[src/rtl/neuron_layer_seq.sv]
// Sequences one fully-connected layer: fetch each neuron's operand word,
// sample the shared adder sum, activate/saturate and hand the result off.
module neuron_layer_seq #(
   parameter int unsigned NUM_NEURONS = 4,
   parameter int unsigned ADDR_W      = 4,
   parameter int unsigned ACT_MODE    = 1
) (
   input  logic              clk,
   input  logic              rst_n,
   input  logic              start,
   output logic              busy,
   output logic              done,
   output logic              mem_rd,
   output logic [ADDR_W-1:0] mem_addr,
   output logic              add_valid,
   input  logic [11:0]       adder_sum,
   output logic [7:0]        out_data,
   output logic [ADDR_W-1:0] out_idx,
   output logic              out_valid,
   input  logic              out_ready
);

   localparam int unsigned SUM_W = 12;
   localparam int unsigned OUT_W = 8;
   localparam logic [ADDR_W-1:0] LAST_IDX = ADDR_W'(NUM_NEURONS - 1);

   // Lower clamp: zero for ReLU, most-negative 8-bit value for linear.
   localparam logic signed [SUM_W-1:0] LO_CLAMP =
      (ACT_MODE == 1) ? 12'sd0 : -12'sd128;
   localparam logic signed [SUM_W-1:0] HI_CLAMP = 12'sd127;

   typedef enum logic [2:0] {
      S_IDLE,
      S_FETCH,
      S_SAMPLE,
      S_OUT,
      S_DONE
   } state_t;

   state_t                    r_state;
   state_t                    w_next;
   logic [ADDR_W-1:0]         r_index;
   logic                      w_hs;
   logic                      w_last;
   logic signed [SUM_W-1:0]   w_sum;
   logic [OUT_W-1:0]          w_act;

   logic                      r_busy;
   logic                      r_done;
   logic                      r_mem_rd;
   logic                      r_add_valid;
   logic                      r_out_valid;
   logic [OUT_W-1:0]          r_out_data;
   logic [ADDR_W-1:0]         r_out_idx;

   assign w_hs   = (r_state == S_OUT) && out_ready;
   assign w_last = (r_index == LAST_IDX);
   assign w_sum  = adder_sum;

   // State register.
   always_ff @(posedge clk) begin
      if (!rst_n) r_state <= S_IDLE;
      else        r_state <= w_next;
   end

   // Next-state decode.
   always_comb begin
      w_next = r_state;
      case (r_state)
         S_IDLE:   if (start) w_next = S_FETCH;
         S_FETCH:  w_next = S_SAMPLE;
         S_SAMPLE: w_next = S_OUT;
         S_OUT:    if (w_hs) w_next = w_last ? S_DONE : S_FETCH;
         S_DONE:   w_next = S_IDLE;
         default:  w_next = S_IDLE;
      endcase
   end

   // Neuron index: cleared on layer start, advanced on a non-final handshake.
   always_ff @(posedge clk) begin
      if (!rst_n)                           r_index <= '0;
      else if (r_state == S_IDLE && start)  r_index <= '0;
      else if (w_hs && !w_last)             r_index <= r_index + ADDR_W'(1);
   end

   // Activation with 8-bit saturation of the signed adder sum.
   always_comb begin
      w_act = w_sum[OUT_W-1:0];
      if (w_sum > HI_CLAMP)      w_act = HI_CLAMP[OUT_W-1:0];
      else if (w_sum < LO_CLAMP) w_act = LO_CLAMP[OUT_W-1:0];
   end

   // Control strobes registered from the next state so they align with it.
   always_ff @(posedge clk) begin
      if (!rst_n) begin
         r_busy      <= 1'b0;
         r_done      <= 1'b0;
         r_mem_rd    <= 1'b0;
         r_add_valid <= 1'b0;
         r_out_valid <= 1'b0;
      end else begin
         r_busy      <= (w_next != S_IDLE);
         r_done      <= (w_next == S_DONE);
         r_mem_rd    <= (w_next == S_FETCH);
         r_add_valid <= (w_next == S_SAMPLE);
         r_out_valid <= (w_next == S_OUT);
      end
   end

   // Result capture in SAMPLE; held through OUT until the next capture.
   always_ff @(posedge clk) begin
      if (!rst_n) begin
         r_out_data <= '0;
         r_out_idx  <= '0;
      end else if (r_state == S_SAMPLE) begin
         r_out_data <= w_act;
         r_out_idx  <= r_index;
      end
   end

   assign busy      = r_busy;
   assign done      = r_done;
   assign mem_rd    = r_mem_rd;
   assign mem_addr  = r_index;
   assign add_valid = r_add_valid;
   assign out_valid = r_out_valid;
   assign out_data  = r_out_data;
   assign out_idx   = r_out_idx;

endmodule

[config.mk]
export PLATFORM = sky130hd
export DESIGN_NAME = neuron_layer_seq
export DESIGN_NICKNAME = d
export VERILOG_FILES = /design/src/rtl/neuron_layer_seq.sv
export SDC_FILE = /design/constraint.sdc
export NUM_CORES = 1
export LEC_CHECK = 0
export ABC_CLOCK_PERIOD_IN_PS = 3210
export BUFFER_PORTS_ARGS = -buffer_cell sky130_fd_sc_hd__buf_2
export CAP_MARGIN = 20
export CELL_PAD_IN_SITES_DETAIL_PLACEMENT = 1
export CELL_PAD_IN_SITES_GLOBAL_PLACEMENT = 1
export CORE_AREA = 2 2 54 56
export DETAILED_ROUTE_END_ITERATION = 8
export DIE_AREA = 0 0 56 58
export HOLD_SLACK_MARGIN = 0.15
export PLACE_DENSITY = 0.77
export SLEW_MARGIN = 20
export SYNTH_ARGS = -nofsm -noshare
export SYNTH_HDL_FRONTEND = slang
export SYNTH_SLANG_ARGS = --single-unit
[constraint.sdc]
create_clock -name clk -period 3.21 [get_ports clk]
set_input_delay 0.1605 -clock clk [delete_from_list [all_inputs] [get_ports clk]]
set_output_delay 0.1605 -clock clk [all_outputs]
set_load 0.01 [all_outputs]
* Word level (Yosys, flattened, before mapping)
Cells that the tools add are included.
** Cells by class
- Add/sub/neg operators :: 1
- Multipliers :: 0
- Div/mod/pow operators :: 0
- Magnitude comparators :: 2
- Equality and inequality tests :: 8
- Shifts and indexed selects :: 0
- Mux-type cells :: 6
- Bitwise logic cells :: 1
- Reductions and logical operators :: 7
** Operators by type and width (count)
- 8-bit 2-to-1 mux :: 2
- 3-bit by 2-bit == test with 1-bit output (second input constant) :: 4
- 12-bit by 8-bit > comparator with 1-bit output (second input constant) :: 1
- 12-bit by 1-bit less-than comparator with 1-bit output (second input constant) :: 1
- 3-bit one-hot mux with 4 select lines :: 1
- 3-bit 2-to-1 mux :: 3
- 3-bit by 1-bit == test with 1-bit output (second input constant) :: 2
- 4-bit by 1-bit adder with 4-bit output (second input constant) :: 1
- 4-bit by 2-bit == test with 1-bit output (second input constant) :: 1
- 3-bit == test (second input constant) :: 1
- 1-bit logical AND :: 3
- 3-bit logical NOT :: 1
- 3-bit nonzero test :: 1
- 2-bit OR reduction :: 1
- 1-bit logical NOT :: 1
- 1-bit inverter :: 1
** Storage, ports and cells
- Flip-flop bits (word level) :: 24
- Latch bits :: 0
- RAM bits :: 0
- Bits in read-only memories :: 0
- Input port bits :: 16
- Output and inout port bits :: 21
- Word-level logic and storage cells :: 34
- Memories kept :: 0

* Depth between registers and ports, before layout
- Word-level depth :: 5
- Gate-level depth with buffers :: 5
- Gate-level depth less buffers :: 4

* Worst setup path after synthesis
OpenSTA, ideal clock, no wires.
- Path kind :: register -> register
- Start point :: register r_index[0] (netlist: mem_addr[0])
- End point :: register r_mem_rd (netlist: mem_rd)
- Setup time :: 0.118 ns
- Arrival time :: 1.279 ns
- Required time :: 3.092 ns
- Path slack :: 1.813 ns
- Stages on the path, launching flop included :: 5
- Buffers on the path :: 0
- Clock period less this slack :: 1.397 ns
- Cells stage by stage :: dfxtp_1 -> ha_1 -> or3b_2 -> a22oi_1 -> nor2_1
** Between the ends
- Longest elaborated chain between the ends :: 5
** Ends and longest elaborated chain
- from (decl) :: line 42 : logic [ADDR_W-1:0] r_index;
- from (signal assigned) :: line 83 : else if (w_hs && !w_last) r_index <= r_index + ADDR_W'(1);
- 4-bit by 2-bit == test with 1-bit output :: line 57 : assign w_last = (r_index == LAST_IDX);
- 3-bit 2-to-1 mux (2 in a row) :: line 73 : S_OUT: if (w_hs) w_next = w_last ? S_DONE : S_FETCH;
- 3-bit one-hot mux with 4 select lines :: line 69 : case (r_state)
- 3-bit by 1-bit == test with 1-bit output :: line 104 : r_mem_rd <= (w_next == S_FETCH);
- to (signal assigned) :: line 104
- to (decl) :: line 50 : logic r_mem_rd;
Every way passes these cells.
A chain may end at the register's enable or synchronous reset.

* Worst setup path after layout
- Start point :: register r_index[0] (netlist: mem_addr[0])
- End point :: register r_add_valid (netlist: add_valid)
** Between the ends
- Longest elaborated chain between the ends :: 5
** Ends and longest elaborated chain
- 4-bit by 2-bit == test with 1-bit output :: line 57
- 3-bit 2-to-1 mux (2 in a row) :: line 73
- 3-bit one-hot mux with 4 select lines :: line 69
- 3-bit by 2-bit == test with 1-bit output :: line 105 : r_add_valid <= (w_next == S_SAMPLE);
- to (signal assigned) :: line 105
- to (decl) :: line 51 : logic r_add_valid;
Every way passes these cells.

==> results.sh <==
export IMPL_ioPinCount=37
export IMPL_worst_slew_pin_slew_ps=728.7
export IMPL_power_total_uw=601.7
export IMPL_clkSinkCount=24
export IMPL_period_share_pct=50.26
export IMPL_core_area_um2=2663
export IMPL_cp_max_fo=6
export IMPL_cts_max_path_buffers=2
export IMPL_cts_buffers=3
export IMPL_place_hpwl_um=1712
export IMPL_hold_class="in -> reg"
export IMPL_syn_nets=114
export IMPL_timing_fmax_mhz=619.8
export IMPL_crit_path_end_kind="flop"
export IMPL_rr_startpoint="mem_addr[0]"
export IMPL_final_common_cell="buf_2"
export IMPL_portBuffers=36
export IMPL_worstPathBufferInverterCount=0
export IMPL_area_delta_synth_final_pct=33.82
export IMPL_die_h_um=58
export IMPL_cap_violations=0
export IMPL_cpPeakStageDelay_ps=450
export IMPL_top_layer="met4"
export IMPL_grt_remaining_overflow=0
export IMPL_die_area_um2=3248
export IMPL_clock_skew_ps=12.82
export IMPL_rsz0062_at_grt="false"
export IMPL_slew_headroom_pct=50.79
export IMPL_fin_setup_tns_ps=0
export IMPL_htree_levels=1
export IMPL_vdd_ir_drop_max_mv=0.3181
export IMPL_hold_start="adder_sum[11]"
export IMPL_synth_seq_cells=24
export IMPL_final_cell_mix="36 x buf_2, 24 x dfxtp_1, 10 x nor2_1, 8 x nand2_1, 8 x dlygate4sd3_1"
export IMPL_syn_instance_count=97
export IMPL_cp_cell_sequence="ha_1 > nor3b_1 > and3_1 > o31a_1"
export IMPL_final_nets=158
export IMPL_period_needed_ps=1613
export IMPL_synth_distinct_cells=33
export IMPL_rows=19
export IMPL_cp_required_ps=3470
export IMPL_first_pass_iters=2
export IMPL_avgViaCountPerCell=5.199
export IMPL_first_global_vias=884
export IMPL_drive_above_1_share_pct=31.43
export IMPL_wl_met1_um=1031
export IMPL_start_util_pct=35.57
export IMPL_dieWidth_um=56
export IMPL_cts_clk_slew_worst_paths_ps=140
export IMPL_root_buffer="clkbuf_4"
export IMPL_arrival_ps=1880
export IMPL_met3_length_um=122
export IMPL_grt_usage_pct=15.96
export IMPL_tritoncts="done"
export IMPL_globalplace_congestion=0.7607
export IMPL_status="finished clean"
export IMPL_crit_family="simple AND/OR/NAND/NOR gates"
export IMPL_drt_wirelength_per_cell_um=14.08
export IMPL_crit_path_start_kind="flop"
export IMPL_grt_max_degree=18
export IMPL_wl_met2_um=1201
export IMPL_drtAntennaViolNets=0
export IMPL_antenna_found_initial=0
export IMPL_cts_resized=0
export IMPL_ys_seq_area_share_pct=50.73
export IMPL_criticalPathCategory="reg -> reg"
export IMPL_leakagePower_nw=0.5893
export IMPL_drt_first_iter_violations=9
export IMPL_diodes=0
export IMPL_powerDensity_nw_per_um2=474.7
export IMPL_grt_first_pass_wirelength_um=4008
export IMPL_maxSlewViolCount=0
export IMPL_drc=0
export IMPL_critPathSlowestCell="dfxtp_1"
export IMPL_hold_viol=0
export IMPL_wirelength_um=2407
export IMPL_post_cts_setup_buffers=0
export IMPL_setup_viol=0
export IMPL_vias=889
export IMPL_syn_cell_area_um2=947.2
export IMPL_avgSynthCellArea_um2=9.765
export IMPL_yosys_warnings=0
export IMPL_clk_latency_ps=320
export IMPL_crit_start="mem_addr[0]"
-- stage by stage --
stage | util, % | hold slack, ps | area (µm²) | std cells | setup WS (ps)
after detailed placement | 42.62 | 416.5 | 1135 | 159 | 1630
after global placement | 42.62 | 397.2 | 1135 | 159 | 1690
after floorplan | - | 307.8 | 947.2 | 97 | 1813
final | 47.60 | 192.4 | 1267 | 171 | 1597
after CTS | 47.60 | 186.6 | 1267 | 171 | 1584
after global routing | 47.60 | 204.0 | 1267 | 171 | 1375
-- layer usage --
metal  global-route usage [%]  vias up
met5                        0        -
met1                    17.97      419
li1                         -      435
met4                    7.823        0
met2                    28.74       28
met3                    3.348        7
-- synthesized netlist by cell type --
cell type	instances	area share (%)
dfxtp_1	24	51
nor2_1	10	4.0
nand2_1	8	3.2
o22ai_1	7	4.6
a21oi_1	5	2.6
and3_1	4	2.6
mux2i_1	4	4.2
nor2b_1	4	2.6
o21ai_0	3	1.6
clkbuf_1	2	0.79
inv_1	2	0.79
nand3_1	2	1.1
or3_1	2	1.3
a22oi_1	1	0.79
a311oi_1	1	0.92
a31oi_1	1	0.66
and4b_1	1	1.1
buf_4	1	0.79
buf_6	1	1.2
clkbuf_2	1	0.53
ha_1	1	1.3
nand2b_1	1	0.66
nand3b_4	1	2.1
nand4b_1	1	0.92
nor3_1	1	0.53
nor3_2	1	1.1
nor3b_1	1	0.79
nor3b_4	1	2.0
nor4b_1	1	0.92
o31a_1	1	0.92
o41ai_1	1	0.92
or3b_2	1	0.92
or4_1	1	0.79
-- cell type report --
| type | count | area (µm²) |
|---|---|---|
| well taps | 31 | 38.79 |
| multi-input cells | 66 | 427.9 |
| clock buffers | 3 | 22.52 |
| clock inverters | 1 | 30.03 |
| inverters | 2 | 7.507 |
| repair buffers | 44 | 260.3 |
| flip-flops and latches | 24 | 480.5 |
| fillers | 316 | 1395 |
-- flip-flops by register name, indices dropped and copies added, names as in the netlist --
name / flops
mem_rd: 1
r_state: 3
busy: 1
add_valid: 1
out_valid: 1
out_data: 8
out_idx: 4
mem_addr: 4
done: 1
-- what timing repair did --
action                                  4_1_cts  5_1_grt
endpoints found under the setup margin        0        0
endpoints found under the hold margin         8        0
hold buffers                                  8        0
-- worst paths after layout --
check	to	slack [ps]	cells past startpoint
worst max-delay path	add_valid	1600	4
worst min-delay path	out_data[4]	190	3
worst min register to register	out_data[7]	440	2
worst max register to register	add_valid	1600	4
-- tightest hold or removal path: stages --
cell and delay (ps):
buf_2 80, nand3b_4 150, o22ai_1 90
-- kinds of logic (layout without fill, tap and decap cells) --
kind of cell    after synthesis  in the layout  share of synthesized area (%)
mux                           4              4                          4.227
flops                        24             24                          50.73
compound gates               20             20                          13.08
simple gates                 41             41                          26.55
fa+ha+maj                     1              1                          1.321
buf+inv                       7             50                          4.095
-- where the power goes --
group | switching (mW) | internal (mW) | leakage [nW]
Clock | 0.0911 | 0.126 | 0.0279
Sequential | 0.00846 | 0.309 | 0.195
Combinational | 0.0333 | 0.0332 | 0.366
Power figures use the tool's default switching activity.
